$ cat src/rtl/proc_pkg.sv
// proc_pkg: shared states, port codes and defaults for the processor job sequencer
package proc_pkg;
  typedef enum logic [2:0] {IDLE, CLEAR, LOAD, GAP, RUN, READ, SEND} state_e;
  localparam logic [2:0] CM_A   = 3'b000;
  localparam logic [2:0] CM_B   = 3'b001;
  localparam logic [2:0] CM_C   = 3'b010;
  localparam logic [2:0] CM_RAM = 3'b011;
  localparam logic [2:0] CM_ROM = 3'b100;
  localparam logic [2:0] CM_NOP = 3'b111;
  localparam logic [2:0] CO_A   = 3'b000;
  localparam logic [2:0] CO_B   = 3'b001;
  localparam logic [2:0] CO_C   = 3'b010;
  localparam logic [2:0] CO_NOP = 3'b111;
  localparam int PIPE_EXTRA_DEF = 2;
  localparam int MAX_PROG_DEF   = 8;
  // RAM auto-increments inside the core, so both RAM bytes share one code
  function automatic logic [2:0] cm_code(input logic [3:0] k);
    return k == 4'd0 ? CM_A : k == 4'd1 ? CM_B : k == 4'd2 ? CM_C : k < 4'd5 ? CM_RAM : CM_ROM;
  endfunction
endpackage

$ cat src/rtl/proc_result_buf.sv
// proc_result_buf: drives the core readback port, captures a/b/c/err and streams them out
module proc_result_buf
  import proc_pkg::*;
(
  input  logic       clk,
  input  logic       reset,
  input  logic       rd_i,
  input  logic       send_i,
  input  logic [7:0] data_i,
  input  logic [2:0] err_i,
  input  logic       res_ready_i,
  output logic [2:0] ctrl_o,
  output logic       rd_done_o,
  output logic       res_valid_o,
  output logic [7:0] res_data_o,
  output logic       send_done_o
);
  logic [1:0] cnt_q;
  logic [7:0] mem_q [4];
  logic       hs;
  assign hs          = send_i && res_ready_i;
  assign ctrl_o      = !rd_i ? CO_NOP : cnt_q == 2'd0 ? CO_A : cnt_q == 2'd1 ? CO_B : cnt_q == 2'd2 ? CO_C : CO_NOP;
  assign rd_done_o   = rd_i && cnt_q == 2'd3;
  assign res_valid_o = send_i;
  assign res_data_o  = send_i ? mem_q[cnt_q] : 8'd0;
  assign send_done_o = hs && cnt_q == 2'd3;
  // readback data lags its code by one cycle, hence the cnt-1 slot
  always_ff @(posedge clk or posedge reset)
    if (reset) begin
      cnt_q <= '0;
      for (int i = 0; i < 4; i++) mem_q[i] <= '0;
    end else begin
      if (rd_i || hs) cnt_q <= cnt_q + 2'd1;
      if (rd_i && cnt_q != 2'd0) mem_q[cnt_q - 2'd1] <= data_i;
      if (rd_done_o) mem_q[3] <= {5'b0, err_i};
    end
endmodule

$ cat src/rtl/proc_sequencer.sv
// proc_sequencer: loads a job into the 8-bit core, runs it for a fixed budget, returns a/b/c/err
module proc_sequencer
  import proc_pkg::*;
#(
  parameter int PIPE_EXTRA = PIPE_EXTRA_DEF,
  parameter int MAX_PROG   = MAX_PROG_DEF
) (
  input  logic       clk,
  input  logic       reset,
  input  logic       start,
  input  logic [3:0] prog_len,
  input  logic       host_valid,
  input  logic [7:0] host_data,
  output logic       host_ready,
  output logic       res_valid,
  output logic [7:0] res_data,
  input  logic       res_ready,
  output logic       busy,
  output logic       done,
  output logic       err_len,
  output logic       proc_reset_b,
  output logic [2:0] proc_control_mem,
  output logic [7:0] proc_data_in,
  output logic       proc_enable,
  output logic [2:0] proc_control_out,
  input  logic [7:0] proc_data_out,
  input  logic [2:0] proc_error
);
  state_e     state_q, state_d;
  logic [7:0] cnt_q, cnt_d;
  logic [3:0] len_q;
  logic [2:0] cm_q;
  logic [7:0] din_q;
  logic       rstb_q, done_q, err_q;
  logic       len_ok, hs, last_byte, run_last, rd_done, snd_done;
  assign len_ok           = prog_len != 4'd0 && int'(prog_len) <= MAX_PROG;
  assign hs               = host_ready && host_valid;
  assign last_byte        = cnt_q == 8'(len_q) + 8'd4;
  assign run_last         = cnt_q == 8'(len_q) + 8'(PIPE_EXTRA) - 8'd1;
  assign host_ready       = state_q == LOAD;
  assign busy             = state_q != IDLE;
  assign proc_enable      = state_q == RUN;
  assign proc_reset_b     = rstb_q;
  assign proc_control_mem = cm_q;
  assign proc_data_in     = din_q;
  assign done             = done_q;
  assign err_len          = err_q;
  always_comb begin
    state_d = state_q;
    cnt_d   = cnt_q + 8'd1;
    case (state_q)
      IDLE:  if (start && len_ok) state_d = CLEAR;
      CLEAR: state_d = LOAD;
      LOAD: begin
        cnt_d = hs ? cnt_q + 8'd1 : cnt_q;
        if (hs && last_byte) state_d = GAP;
      end
      GAP:   state_d = RUN;
      RUN:   if (run_last) state_d = READ;
      READ:  if (rd_done) state_d = SEND;
      SEND:  if (snd_done) state_d = IDLE;
      default: state_d = IDLE;
    endcase
    if (state_d != state_q) cnt_d = '0;
  end
  // reset_b is registered from next state so it reads 0 while reset is held
  always_ff @(posedge clk or posedge reset)
    if (reset) begin
      state_q <= IDLE;
      cnt_q   <= '0;
      len_q   <= '0;
      cm_q    <= CM_NOP;
      din_q   <= '0;
      rstb_q  <= 1'b0;
      done_q  <= 1'b0;
      err_q   <= 1'b0;
    end else begin
      state_q <= state_d;
      cnt_q   <= cnt_d;
      if (state_q == IDLE && start) len_q <= prog_len;
      cm_q    <= hs ? cm_code(cnt_q[3:0]) : CM_NOP;
      if (hs) din_q <= host_data;
      rstb_q  <= state_d != CLEAR;
      done_q  <= snd_done;
      err_q   <= state_q == IDLE && start && !len_ok;
    end
  proc_result_buf u_buf (
    .clk         (clk),
    .reset       (reset),
    .rd_i        (state_q == READ),
    .send_i      (state_q == SEND),
    .data_i      (proc_data_out),
    .err_i       (proc_error),
    .res_ready_i (res_ready),
    .ctrl_o      (proc_control_out),
    .rd_done_o   (rd_done),
    .res_valid_o (res_valid),
    .res_data_o  (res_data),
    .send_done_o (snd_done)
  );
endmodule

$ cat config.mk
export PLATFORM = sky130hd
export DESIGN_NAME = proc_sequencer
export DESIGN_NICKNAME = d
export VERILOG_FILES = /design/src/rtl/proc_pkg.sv /design/src/rtl/proc_result_buf.sv /design/src/rtl/proc_sequencer.sv
export SDC_FILE = /design/constraint.sdc
export NUM_CORES = 1
export LEC_CHECK = 0
export CAP_MARGIN = 25
export CORE_MARGIN = 8
export CORE_UTILIZATION = 48
export DETAILED_ROUTE_END_ITERATION = 8
export GPL_TIMING_DRIVEN = 1
export PLACE_DENSITY = 0.86
export SYNTH_ARGS = -nofsm -noshare
export SYNTH_HDL_FRONTEND = slang
export SYNTH_SLANG_ARGS = --single-unit
$ cat constraint.sdc
create_clock -name clk -period 2.1 [get_ports clk]
set_input_delay 0.42 -clock clk [delete_from_list [all_inputs] [get_ports clk]]
set_output_delay 0.42 -clock clk [all_outputs]
set_load 0.01 [all_outputs]
==> results of run 1 <==
==> critical path: stages (launching register included) <==
cell     delay (ps)
dfrtp_1         420
buf_6           140
buf_6            90
mux4_2          480
and2_4          160
buf_6           120
==> final cells by class <==
class                   instances  share of cell area (%)
clock inverters                 6                    1.94
flip-flops and latches         63                    36.2
repair buffers                 76                    16.1
well taps                      96                    2.74
multi-input cells             167                    39.4
inverters                       8                   0.686
clock buffers                  10                    2.91
==> report_power, final <==
| part | internal [W] | switching (W) |
|---|---|---|
| sequential | 0.00171 | 0.000397 |
| clock | 0.000664 | 0.000495 |
| combinational | 0.00168 | 0.00116 |
| total | 0.00406 | 0.00205 |
==> per-layer routing <==
layer	track usage, %	vias to the layer above
met1	17.7	1090
li1	-	1036
met5	0	-
met2	25.7	59
met3	5.61	9
met4	5.24	0
==> metrics by stage <==
stage / total power, W / util (%) / instances / setup slack [ps] / instance area (um2)
global placement: 0.00477 / 60.9 / 405 / 20.5 / 4140
finish: 0.00611 / 64.5 / 426 / -72.0 / 4380
floorplan: 0.00402 / - / 247 / 115 / 3380
detailed placement: 0.00488 / 60.9 / 405 / -5.22 / 4140
global route: 0.00654 / 64.5 / 426 / -119 / 4380
CTS: 0.00615 / 64.3 / 424 / -67.4 / 4370
==> worst paths after layout <==
kind / startpoint / end / slack [ps]
max: u_buf.cnt_q[0] / res_data[7] / -70
min: reset / proc_data_in[5] / 460
max reg2reg: state_q[0] / cnt_q[5] / 250
min reg2reg: u_buf.mem_q[6] / u_buf.mem_q[6] / 490
max in group asynchronous: reset / proc_control_mem[1] / 1340
min in group clk: u_buf.mem_q[6] / u_buf.mem_q[6] / 490
==> state kept, by name, indices dropped and copies added (netlist names) <==
name and cells:
proc_reset_b 1, cnt_q 8, u_buf.cnt_q 2, len_q 4, state_q 3, err_len 1, proc_control_mem 3, done 1
proc_data_in 8, u_buf.mem_q 32
==> cells in the final DEF (no fill, tap or decap), drive strengths merged, types with 9 or more instances in the layout <==
cell type / n
clkdlybuf4s50: 42
nand2: 14
and2: 13
clkbuf: 12
mux2: 40
dfrtp: 60
xnor2: 11
ha: 14
buf: 28
o21ai: 9
==> kinds of logic after synthesis <==
group                    after synthesis  share of synthesized area [%]
AND/OR/NAND/NOR                       66                           15.1
flip-flops                            63                           46.7
multiplexers                          48                           21.3
AO/OA/AOI/OAI                         22                           4.85
XOR/XNOR                              17                           4.40
buffers and inverters                 17                           2.40
adder cells (fa/ha/maj)               14                           5.18
==> timing repair <==
action	CTS	global route
endpoints found under the setup margin	15	13
buffers inserted	3	2
pin swaps	5	1
resized for setup	53	6
hold buffers	0	0
==> run metrics, run 1 <==
status finished with violations; failing checks negative setup slack; CP startpoint kind flip-flop; Rel. slew slack roughly 64%; PortBufs 56; YS warnings 0; wire per inst 16.7 um; Highest Signal Layer met4; GRT Total Usage about 15%; final hold viol count 0; Post-synth EDFFs 0; ys flop type dfrtp_1; sequential-to-total area share from yosys stat a little under half; register area between 1500 and 2000 um2; Multi-input gate area between 1500 and 2000 um2; number of global-route vias before repair ~2400; Hold Crit Class input pin to asynchronous set/reset pin; pwr/cell area 1400 nW/um2; die span in x about 100 um; Yosys reg bits 63; initial antenna violation count 0; post-synthesis average cell area around 14 um2; RSZ-0062 raised after global routing true; Post-synth top cells 60 x dfrtp_1, 24 x mux2_4, 14 x ha_1; worst vdd ir ~0.00067 V; n_diodes 0; insertion delay to the later sink of the worst-skew pair about 340 ps; initial cell density of the core approximately half; DRT iter0 DRCs 89; Crit path arrival time between 1500 and 2000 ps; RD Place Congestion between 0.7 and 0.8; min cycle time layout between 2000 and 2500 ps; CP endpoint kind output port; largest net degree at the start of global routing between 60 and 70; worst-path maximum fanout 3; CTS Sinks 63; Final Skew between 9 and 10 ps; WP data required 1680 ps; first-pass GRT wire length about 12000 um; vias between 2000 and 2500; final hold slack roughly 460 ps; fin nets 367; ANT nets after route 0; Async SR Flop Fraction 100%; # IOs between 50 and 60; Core ar. just under 7000 um2; M1 WL between 3000 and 4000 um; Detailed Route WL 7120 um; post-DR vias/cell just over 5; Max Clock Freq ~460 MHz; syn nets ~290; CTS buffer count 9; Setup TNS Final -136 ps; Worst R2R Path Depth 5; TritonRoute pass-1 iters 4; Layout area overhead 29.5%; Rows 30; met3 WL post-DR 474 um; top-count cell post-synth dfrtp_1; GR Overflow Total 0; period utilization 103%; Remaining DRCs 0; type of the worst setup path flip-flop to output port; max-cap violations 0; layout cells sized above 1 between 30% and 40%; worst setup margin -72.0 ps; Worst Max-Slew Pin Slew approximately 540 ps; CTS tree done; top-area cell type share of the netlist area 44.4%; synth top area cells dfrtp_1 44%, mux2_4 11%, mux4_2 5.3%, ha_1 5.2%, mux2_2 4.0%; Syn Std Cell Area approximately 3400 um2; filler instances 525; Max Root-Sink Buffers 2; Die Area between 9000 and 10000 um2; area leader, netlist dfrtp_1; Setup Viol. Count Final 2; Die Y-Extent about 100 um; Synth cell types 45; clock-pin transition on the worst setup and hold timing paths 70 ps; final slew viol count 0; H-tree levels 3; WL met2 3570 um; Post-DP HPWL 4980 um; total leakage power 1.99 nW; Clock Tree Root clkbuf_8; Post-Syn Instances roughly 250
Note: power is estimated with default switching activity, not from simulation.
==> run 2: changes to the inputs <==
--- a/config.mk
+++ b/config.mk
@@ -11,6 +11,8 @@
 export DETAILED_ROUTE_END_ITERATION = 8
 export GPL_TIMING_DRIVEN = 1
 export PLACE_DENSITY = 0.86
+export SKIP_CTS_REPAIR_TIMING = 1
+export SLEW_MARGIN = 20
 export SYNTH_ARGS = -nofsm -noshare
 export SYNTH_HDL_FRONTEND = slang
 export SYNTH_SLANG_ARGS = --single-unit
==> run 2 against run 1 <==
Net effect:
- the flow still finishes with violations (negative setup slack)
- total power shrank 0.50%
- first-iteration DRC count grew 4.5%
- global-route usage is essentially flat
- combinational power is essentially flat
- clock power is essentially flat
- final cell count shrank 0.47%
- wire length is essentially flat
==> run metrics, run 2 (synthesized netlist as in run 1, its figures left out) <==
status finished with violations (unchanged); failing checks negative setup slack (unchanged); Rel. slew slack 64.2% (was 64.1%); Remaining DRCs 0 (unchanged); WP data required 1680 ps (about the same); Final Skew 10.2 ps (was 9.24 ps); Post-DP HPWL 4980 um (unchanged); number of global-route vias before repair 2400 (was 2427); Worst R2R Path Depth 5 (unchanged); DRT iter0 DRCs 93 (was 89); initial antenna violation count 0 (unchanged); Max Clock Freq 465 MHz (was 460 MHz); first-pass GRT wire length 12100 um (was 12200 um); Layout area overhead 30.4% (was 29.5%); worst setup path startpoint u_buf.cnt_q[0] (unchanged); Worst setup endpoint res_data[1] (was res_data[7]); CTS Sinks 63 (unchanged); layout cells sized above 1 32.3% (was 35.2%); clock-pin transition on the worst setup and hold timing paths 70 ps (about the same); worst vdd ir 0.000687 V (was 0.000669 V); Final Cell Area 4410 um2 (was 4380 um2); Detailed Route WL 7130 um (was 7120 um); insertion delay to the later sink of the worst-skew pair 340 ps (about the same); worst-path maximum fanout 8 (was 3); register area 1580 um2 (unchanged); Multi-input gate area 1730 um2 (about the same); wire per inst 16.8 um (was 16.7 um); largest net degree at the start of global routing 64 (unchanged); total leakage power 2.08 nW (was 1.99 nW); r2r startpoint state_q[0] (unchanged); Rows 30 (unchanged); H-tree levels 3 (unchanged); Crit path arrival time 1730 ps (was 1750 ps); GR Overflow Total 0 (unchanged); Setup Viol. Count Final 6 (was 2); n_diodes 0 (unchanged); post-DR vias/cell 5.12 (was 5.15); Top reg by flops u_buf.mem_q (unchanged); RD Place Congestion 0.765 (unchanged); die span in x 99.9 um (unchanged); GRT Total Usage 15.3% (was 15.4%); Core ar. 6790 um2 (unchanged); Clock Tree Root clkbuf_8 (unchanged); final hold viol count 0 (unchanged); Die Y-Extent 99.9 um (unchanged); TritonRoute pass-1 iters 4 (unchanged); # IOs 57 (unchanged); max-cap violations 0 (unchanged); min cycle time layout 2150 ps (was 2170 ps); Setup TNS Final -174 ps (was -136 ps); PortBufs 56 (unchanged); final slew viol count 0 (unchanged); CP endpoint kind output port (unchanged); most common cell after layout, fill and taps aside dfrtp_1 (unchanged); max reg flops 32 (unchanged); Post-DP Area 4140 um2 (unchanged); vias 2171 (was 2194); Hold Crit Class input pin to asynchronous set/reset pin (unchanged); fin nets 365 (was 367); CTS tree done (unchanged); reg2reg setup slack 250 ps (about the same); Max Root-Sink Buffers 2 (unchanged); Die Area 9990 um2 (unchanged); worst setup margin -49.8 ps (was -72.0 ps); commonest non-fill, non-tap cells in the layout 57 x dfrtp_1, 42 x clkdlybuf4s50_1, 24 x mux2_4, 14 x ha_1, 14 x buf_4 (was 57 x dfrtp_1, 42 x clkdlybuf4s50_1, 24 x mux2_4, 14 x buf_4, 13 x ha_1); Worst Max-Slew Pin Slew 537 ps (was 538 ps); RSZ-0062 raised after global routing true (unchanged); CTS buffer count 9 (unchanged); filler instances 516 (was 525); initial cell density of the core 49.8% (unchanged); pwr/cell area 1380 nW/um2 (was 1400 nW/um2); type of the worst setup path flip-flop to output port (unchanged); period utilization 102% (was 103%); RR Endpoint cnt_q[2] (was cnt_q[5]); CP startpoint kind flip-flop (unchanged); ANT nets after route 0 (unchanged)
==> run 2: cell types whose count changed in the layout (fill, tap and decap cells not counted) <==
cell | before | now
buf_6 | 7 | 5
dlymetal6s2s_1 | 1 | 10
clkdlybuf4s15_2 | 1 | 0
ha_1 | 13 | 14
o21ai_1 | 3 | 2
buf_2 | 6 | 0
ha_2 | 1 | 0
o21ai_0 | 5 | 6
dlygate4sd2_1 | 2 | 0
==> run 2: layer usage <==
layer / global-route usage [%] / wire length, um / up-vias
li1: - / - / 1035
met1: 17.8 / 3110 / 1075
met2: 25.4 / 3500 / 52
met3: 5.67 / 442 / 9
met4: 5.24 / 76 / 0
met5: 0 / 0 / -
==> run 2: how the worst min path moves through the flow <==
stage	from	end
finish	reset	proc_data_in[5]
global route	reset	proc_data_in[5]
CTS	reset	proc_data_in[5]
detailed placement	u_buf.mem_q[7]	u_buf.mem_q[7]
global placement	u_buf.mem_q[3]	u_buf.mem_q[3]
floorplan	u_buf.mem_q[3]	u_buf.mem_q[3]
==> run 2: cell type report <==
class / count / area share [%]
clock buffer: 10 / 2.89
clock inverter: 6 / 1.93
inverter: 8 / 0.681
multi-input combinational: 167 / 39.1
sequential: 63 / 35.9
tap: 96 / 2.72
timing repair buffer: 74 / 16.7
==> run 2: through the flow <==
stage	hold WS [ps]	cells	total power [W]	util (%)	setup WS, ps
6_report	460	424	0.00608	64.9	-49.8
3_3_place_gp	463	405	0.00477	60.9	20.5
3_5_place_dp	471	405	0.00488	60.9	-5.22
2_1_floorplan	448	247	0.00402	-	115
5_1_grt	479	424	0.00650	64.9	-117
4_1_cts	469	421	0.00608	64.0	-367
==> run 2: critical path, cell delays in order, from the launching register on <==
cell and delay [ps]:
dfrtp_1 380, buf_4 190, mux4_2 500, and2_1 160, dlymetal6s2s_1 170
==> run 2: power breakdown <==
| group | internal [W] | total [W] | switching (W) |
|---|---|---|---|
| Sequential | 0.00171 | 0.00210 | 0.000390 |
| Combinational | 0.00166 | 0.00281 | 0.00115 |
| Clock | 0.000665 | 0.00117 | 0.000501 |
